==> src/rtl/dac_serial_tx.sv <==
// Serial DAC transmitter: buffers one sample and sends a {CTRL_WORD, sample} frame MSB-first on each frame trigger, then pulses ldac low.
// Optional DAC_OFFSET_BINARY_EN: converts two's-complement input to offset-binary at accept.
module dac_serial_tx #(
  parameter int                   DATA_WIDTH  = 12,
  parameter int                   CTRL_BITS   = 4,
  parameter logic [CTRL_BITS-1:0] CTRL_WORD   = '0,
  parameter int                   LDAC_CYCLES = 1
) (
  input  logic                  dacSerialClock,
  input  logic                  reset,
  input  logic                  frameTrigger,
  input  logic [DATA_WIDTH-1:0] sampleData,
  input  logic                  sampleValid,
  output logic                  sampleReady,
  output logic                  dacSync,
  output logic                  dacDataIn,
  output logic                  ldac,
  output logic                  busy,
  output logic                  underrun
);
  localparam int FRAME_BITS = CTRL_BITS + DATA_WIDTH;
  localparam int BW = $clog2(FRAME_BITS);
  localparam int LW = (LDAC_CYCLES > 1) ? $clog2(LDAC_CYCLES) : 1;

  typedef enum logic [1:0] {IDLE, SHIFT, LOAD} state_t;

  state_t                  state_q, state_d;
  logic [DATA_WIDTH-1:0]   hold_q, hold_d;
  logic                    hold_full_q, hold_full_d;
  logic [DATA_WIDTH-1:0]   last_sample_q, last_sample_d;
  logic [FRAME_BITS-1:0]   shreg_q, shreg_d;
  logic [BW-1:0]           bit_cnt_q, bit_cnt_d;
  logic [LW-1:0]           ldac_cnt_q, ldac_cnt_d;
  logic [DATA_WIDTH-1:0]   sample_in;
  logic [DATA_WIDTH-1:0]   payload;

`ifdef DAC_OFFSET_BINARY_EN
  assign sample_in = {~sampleData[DATA_WIDTH-1], sampleData[DATA_WIDTH-2:0]};
`else
  assign sample_in = sampleData;
`endif

  assign sampleReady = !hold_full_q;

  always_comb begin
    state_d       = state_q;
    hold_d        = hold_q;
    hold_full_d   = hold_full_q;
    last_sample_d = last_sample_q;
    shreg_d       = shreg_q;
    bit_cnt_d     = bit_cnt_q;
    ldac_cnt_d    = ldac_cnt_q;
    payload       = last_sample_q;
    underrun      = 1'b0;
    dacSync       = 1'b1;
    dacDataIn     = 1'b0;
    ldac          = 1'b1;
    busy          = 1'b1;

    // An accept in the trigger cycle fills hold for the following frame only.
    if (sampleValid && !hold_full_q) begin
      hold_d      = sample_in;
      hold_full_d = 1'b1;
    end

    case (state_q)
      IDLE: begin
        busy = 1'b0;
        if (frameTrigger) begin
          if (hold_full_q) begin
            payload       = hold_q;
            last_sample_d = hold_q;
            hold_full_d   = 1'b0;
          end else begin
            underrun = 1'b1;
          end
          shreg_d   = {CTRL_WORD, payload};
          bit_cnt_d = BW'(FRAME_BITS - 1);
          state_d   = SHIFT;
        end
      end
      SHIFT: begin
        dacSync   = 1'b0;
        dacDataIn = shreg_q[FRAME_BITS-1];
        shreg_d   = {shreg_q[FRAME_BITS-2:0], 1'b0};
        if (bit_cnt_q == '0) begin
          state_d    = LOAD;
          ldac_cnt_d = LW'(LDAC_CYCLES - 1);
        end else begin
          bit_cnt_d = bit_cnt_q - 1'b1;
        end
      end
      LOAD: begin
        ldac = 1'b0;
        if (ldac_cnt_q == '0) begin
          state_d = IDLE;
        end else begin
          ldac_cnt_d = ldac_cnt_q - 1'b1;
        end
      end
      default: state_d = IDLE;
    endcase

    if (reset) underrun = 1'b0;
  end

  always_ff @(posedge dacSerialClock) begin
    if (reset) begin
      state_q       <= IDLE;
      hold_q        <= '0;
      hold_full_q   <= 1'b0;
      last_sample_q <= '0;
      shreg_q       <= '0;
      bit_cnt_q     <= '0;
      ldac_cnt_q    <= '0;
    end else begin
      state_q       <= state_d;
      hold_q        <= hold_d;
      hold_full_q   <= hold_full_d;
      last_sample_q <= last_sample_d;
      shreg_q       <= shreg_d;
      bit_cnt_q     <= bit_cnt_d;
      ldac_cnt_q    <= ldac_cnt_d;
    end
  end
endmodule

==> config.mk <==
export PLATFORM = sky130hd
export DESIGN_NAME = dac_serial_tx
export DESIGN_NICKNAME = d
export VERILOG_FILES = /design/src/rtl/dac_serial_tx.sv
export SDC_FILE = /design/constraint.sdc
export NUM_CORES = 1
export LEC_CHECK = 0
export CAP_MARGIN = 20
export CORE_MARGIN = 2
export CORE_UTILIZATION = 38
export DETAILED_ROUTE_END_ITERATION = 7
export GPL_ROUTABILITY_DRIVEN = 0
export PLACE_DENSITY_LB_ADDON = 0.3
export RECOVER_POWER = 50
export SKIP_LAST_GASP = 1
export SLEW_MARGIN = 25
export SYNTH_ARGS = -nofsm -noshare
export SYNTH_HDL_FRONTEND = slang
export SYNTH_SLANG_ARGS = --single-unit
==> constraint.sdc <==
create_clock -name dacSerialClock -period 2.6 [get_ports dacSerialClock]
set_input_delay 0.39 -clock dacSerialClock [delete_from_list [all_inputs] [get_ports dacSerialClock]]
set_output_delay 0.39 -clock dacSerialClock [all_outputs]
set_load 0.01 [all_outputs]
==> results of run 1 <==
## final timing paths
kind                            startpoint                        end  depth (start not counted)
setup / recovery              frameTrigger                   underrun                          4
hold / removal    shreg_q[14]$_SDFFE_PP0P_   shreg_q[15]$_SDFFE_PP0P_                          2
setup reg to reg   state_q[0]$_SDFFE_PP0P_  bit_cnt_q[3]$_SDFFE_PP0P_                          3
hold reg to reg   shreg_q[14]$_SDFFE_PP0P_   shreg_q[15]$_SDFFE_PP0P_                          2
## critical path, delay by kind of cell
kind                   cells  cell delay [ps]
buffers and inverters      2             1100
AND/OR/NAND/NOR            2              510
## logic make-up after synthesis
kind of cell / Yosys count / synth area share (%)
flops: 47 / 48.5
buf+inv: 21 / 4.78
simple gates: 87 / 21.0
fa+ha+maj: 1 / 0.645
mux: 12 / 6.97
compound gates: 52 / 18.0
## power by group
group / internal, W / switching [W] / total (W)
Sequential: 0.000750 / 0.0000262 / 0.000776
Combinational: 0.000100 / 0.000116 / 0.000216
Clock: 0.000189 / 0.000235 / 0.000424
Total: 0.00104 / 0.000378 / 0.00142
## registers in the layout, summed over array words and instances (netlist names)
register,count
hold_full_q,1
state_q,2
last_sample_q,12
shreg_q,16
bit_cnt_q,4
hold_q,12
## cell usage in the layout (no fill, tap or decap), types with 2 or more instances in the layout
cell type / count
a21oi_1: 31
nor2_1: 12
a311oi_1: 2
nand2_1: 52
mux2_2: 12
a222oi_1: 11
nand3_1: 5
inv_1: 3
nor3_1: 3
dfxtp_1: 47
nand2b_1: 2
nand4bb_1: 2
clkbuf_8: 5
clkdlybuf4s50_1: 20
buf_4: 5
clkbuf_1: 5
a31oi_1: 2
## routing by layer
layer,up-vias,part of all wire [%]
met5,-,0
met4,0,1.9
met3,8,2.8
met2,23,47
met1,767,49
li1,816,-
## through the flow
stage / instance area, um2 / setup slack (ps)
floorplan: 1940 / 958
global placement: 2210 / 305
detailed placement: 2210 / 262
CTS: 2300 / 252
global route: 2280 / 130
finish: 2280 / 202
## final cells by class
class / count / area [um2] / share of cell area, %
clock buffer: 7 / 76.3 / 3.35
clock inverter: 1 / 5.00 / 0.219
inverter: 4 / 15.0 / 0.658
multi-input combinational: 152 / 901 / 39.5
sequential: 47 / 941 / 41.3
tap: 67 / 83.8 / 3.68
timing repair buffer: 29 / 259 / 11.4
==> impl_metrics.tcl, run 1 <==
set metrics [dict create \
    status "finished clean" \
    finalHoldViolCount 0 \
    routedWlPerCell_um 13.3 \
    worstSetupEndpointType "primary output" \
    netlist_area_um2 1940 \
    synth.distinct_cells 36 \
    gr-usage-met3_pct 3.57 \
    holdWs_ps 446 \
    drive_gt1_share_pct 11.7 \
    placed_cells 299 \
    cts.sinks 47 \
    slew_violations 0 \
    cp_slowest_cell "clkdlybuf4s50_1" \
    slew_headroom_pct 31.6 \
    met2_usage_pct 26.0 \
    postCtsHoldBufs 0 \
    regToRegSetupSlack_ps 870 \
    postCtsSetupBuffers 0 \
    grt_pass1_wl_um 7000 \
    num-fill-cells 504 \
    crit_type "primary input to primary output" \
    rows 25 \
    post-route-util_pct 47.4 \
    clk_pin_slew_ps 80 \
    finClkSkew_ps 9.32 \
    synth-seq-cells 47 \
    diodes 0 \
    cts_tree "done" \
    synth.yosys.seq_area_share_pct 48.5 \
    cp_cell_sequence "dlygate4sd3_1 -> or3b_1 -> nor3_1 -> clkdlybuf4s50_1" \
    hp-class "flip-flop to flip-flop" \
    period_needed_ps 2400 \
    worst_pin_slew_ps 1020 \
    cap_violations 0 \
    setup_violations 0 \
    synth.top_cell.area_share_pct 48.5 \
    insertion_delay_ps 300 \
    clockBufferDepth 2 \
    numCtsBuffers 5 \
    power_leakage_nw 0.808 \
    drt_first_pass_iters 8 \
    critPathMaxFanout 2 \
    grt_most_used_layer "met2" \
    cp-start-kind "primary input" \
    place_hpwl_um 2630 \
    yosys-top-cells-area "dfxtp_1 49%, nand2_1 10%, a21oi_1 8.0%, mux2_2 7.0%, a222oi_1 5.7%" \
    cts-root-buf "clkbuf_8" \
    chipHeight_um 75.4 \
    final_cells 307 \
    area_growth_syn_to_layout_pct 17.7 \
    fin_setup_tns_ps 0 \
    syn-num-nets 237 \
    ys_async_sr_fraction_pct 0 \
    drt-total-wl_um 4090 \
    ios 22 \
    core_area_um2 4820 \
    via_per_inst 5.26 \
    cp.arrival_ps 2010 \
    yosysTopAreaCell "dfxtp_1" \
    io_buffers 21 \
    grt_setup_unrepaired "false" \
    design.die.area_um2 5690 \
    drc 0 \
    grt_max_degree 48 \
    required_ps 2210 \
    yosys_warnings 0 \
    die_w_um 75.4 \
    synth_ff_type "dfxtp_1" \
    gr-total-overflow 0 \
    first_iter_violations 128 \
    nNetsFinal 256 \
    worst_ir_drop_vdd_v 0.000339 \
    synthTopCellsByCount "52 x nand2_1, 47 x dfxtp_1, 31 x a21oi_1, 12 x mux2_2, 12 x nor2_1" \
    synth_edf_count 0 \
    total_power_w 0.00142 \
    timing.critical_path.slowest_cell_delay_ps 560 \
    grt_antenna_before_repair 0 \
    yosysMostFrequentCell "nand2_1" \
    synth_cells 220 \
    htree_levels 2 \
    grt_pass1_vias 1525 \
    fmax_mhz 417 \
    p_per_area_nw_per_um2 621 \
    vias 1614 \
    gr-usage-met1_pct 20.6 \
    syn_avg_cell_area_um2 8.81 \
    initial_core_util_pct 40.2 \
    ant_nets 0 \
    track_usage_pct 16.1 \
    cts_resized 0 \
    finalCritPeriodShare_pct 92.2 \
]
Note: power is estimated with default switching activity, not from simulation.
==> inputs of run 2 (changes only) <==
Settings changed: PLACE_DENSITY_LB_ADDON 0.3 to 0.1.
Clock period 2.6 ns to 2.07 ns, I/O delays scaled along.
==> impl_metrics.tcl, run 2 (synthesis gave the netlist of run 1 again) <==
set metrics [dict create \
    slew_violations 0 \
    fin_setup_tns_ps 0 \
    area_growth_syn_to_layout_pct 19.9 \
    drt_first_pass_iters 4 \
    cp_cell_sequence "buf_4 -> and2b_2 -> and2_1 -> clkdlybuf4s50_1" \
    hp-class "flip-flop to flip-flop" \
    layout_common_cells "52 x nand2_1, 47 x dfxtp_1, 31 x a21oi_1" \
    cp-start-kind "flip-flop" \
    met2_usage_pct 24.7 \
    nNetsFinal 262 \
    slew_headroom_pct 62.4 \
    track_usage_pct 16.0 \
    design.die.area_um2 5690 \
    cp_slowest_cell "clkdlybuf4s50_1" \
    status "finished clean" \
    cap_violations 0 \
    chipHeight_um 75.4 \
    numCtsBuffers 5 \
    mostFrequentLayoutCell "nand2_1" \
    period_needed_ps 2000 \
    top_regs "shreg_q (16), hold_q (12), last_sample_q (12)" \
    required_ps 1760 \
    finalHoldViolCount 0 \
    place_hpwl_um 2710 \
    gr-usage-met1_pct 21.3 \
    critPathMaxFanout 8 \
    p_comb_share_pct 16.3 \
    power_leakage_nw 0.844 \
    die_w_um 75.4 \
    largest_reg_flops 16 \
    grt_max_degree 48 \
    p_sw_share_pct 26.6 \
    insertion_delay_ps 300 \
    whs_endpoint "shreg_q[14]$_SDFFE_PP0P_" \
    grt_most_used_layer "met2" \
    dp_worst_setup_slack_ps -189 \
    timing.critical_path.slowest_cell_delay_ps 530 \
    gr-total-overflow 0 \
    cts.sinks 47 \
    diodes 0 \
    finalCritPeriodShare_pct 96.4 \
    fmax_mhz 501 \
    drc 0 \
    gr-usage-met3_pct 3.97 \
    min_from "shreg_q[13]$_SDFFE_PP0P_" \
    worstRegToRegCells 5 \
    worst_ir_drop_vdd_v 0.000409 \
    top_register "shreg_q" \
    placed_cells 305 \
    cts_tree "done" \
    r2r_end "bit_cnt_q[1]$_SDFFE_PP0P_" \
    finClkSkew_ps 8.35 \
    hold_depth 2 \
    p_int_w 0.00132 \
    clkPwrFrac_pct 29.6 \
    setup_violations 0 \
    pwr-share-seq_pct 54.0 \
    first_iter_violations 132 \
    worst_pin_slew_ps 564 \
    via_per_inst 5.14 \
    io_buffers 21 \
    clockBufferDepth 2 \
    final_cells 313 \
    htree_levels 2 \
    initial_core_util_pct 40.2 \
    regToRegSetupSlack_ps 480 \
    grt_pass1_vias 1483 \
    ant_nets 0 \
    design_area_um2 2320 \
    ios 22 \
    num-fill-cells 528 \
    cts-root-buf "clkbuf_8" \
    clk_pin_slew_ps 90 \
    vias 1610 \
    grt_antenna_before_repair 0 \
    p_per_area_nw_per_um2 772 \
    switching_power_w 0.000478 \
    routedWlPerCell_um 13.1 \
    core_area_um2 4820 \
    postCtsHoldBufs 0 \
    rows 25 \
    place_area_um2 2260 \
    grt_pass1_wl_um 6800 \
    grt_setup_unrepaired "false" \
    crit_type "flip-flop to primary output" \
    worstSetupEndpointType "primary output" \
    drt-total-wl_um 4090 \
    r2r_start "bit_cnt_q[0]$_SDFFE_PP0P_" \
    drive_gt1_share_pct 13.8 \
    cp.arrival_ps 1690 \
    fin_ws_ps 74.3 \
]
-- run 2: critical path, delay by kind of cell (launching register included) --
kind | cells | cell delay, ps
simple gates | 2 | 390
buf+inv | 2 | 680
flops | 1 | 310
-- run 2: per-layer routing --
layer	vias to the layer above	part of all wire [%]
met5	-	0
met4	0	1.6
met3	8	3.7
li1	832	-
met2	29	48
met1	741	47
-- run 2: worst max path at each step --
stage,from,end,slack (ps)
global placement,frameTrigger,underrun,-190
CTS,state_q[1]$_SDFFE_PP0P_,dacDataIn,10
global route,state_q[1]$_SDFFE_PP0P_,dacDataIn,6
detailed placement,frameTrigger,underrun,-190
floorplan,state_q[0]$_SDFFE_PP0P_,underrun,510
finish,state_q[1]$_SDFFE_PP0P_,dacDataIn,70
-- run 2: through the flow --
step | hold WS, ps | total power (W) | utilization, %
finish | 452 | 0.00180 | 48.3
global route | 475 | 0.00189 | 48.3
CTS | 457 | 0.00183 | 48.6
detailed placement | 444 | 0.00129 | 46.9
global placement | 441 | 0.00129 | 46.9
floorplan | 431 | 0.00117 | -
-- run 2: power by group through the flow --
stage | registers [W] | clock network, W | logic [W]
5_1_grt | 0.000975 | 0.000590 | 0.000326
3_5_place_dp | 0.000991 | 0 | 0.000302
6_report | 0.000970 | 0.000532 | 0.000293
4_1_cts | 0.000970 | 0.000557 | 0.000303
2_1_floorplan | 0.000983 | 0 | 0.000189
3_3_place_gp | 0.000991 | 0 | 0.000302
-- run 2: final cells by class --
cell class | instances | area [um2] | share of cell area [%]
clock inverter | 1 | 5.00 | 0.215
multi-input combinational | 152 | 901 | 38.8
clock buffer | 7 | 76.3 | 3.28
timing repair buffer | 35 | 303 | 13.0
tap | 67 | 83.8 | 3.61
sequential | 47 | 941 | 40.5
inverter | 4 | 15.0 | 0.646
-- run 2: repair_timing --
| action | CTS | global route |
|---|---|---|
| buffers inserted | 0 | 0 |
| gates resized for setup | 1 | 1 |
| endpoints found under the setup margin | 1 | 2 |
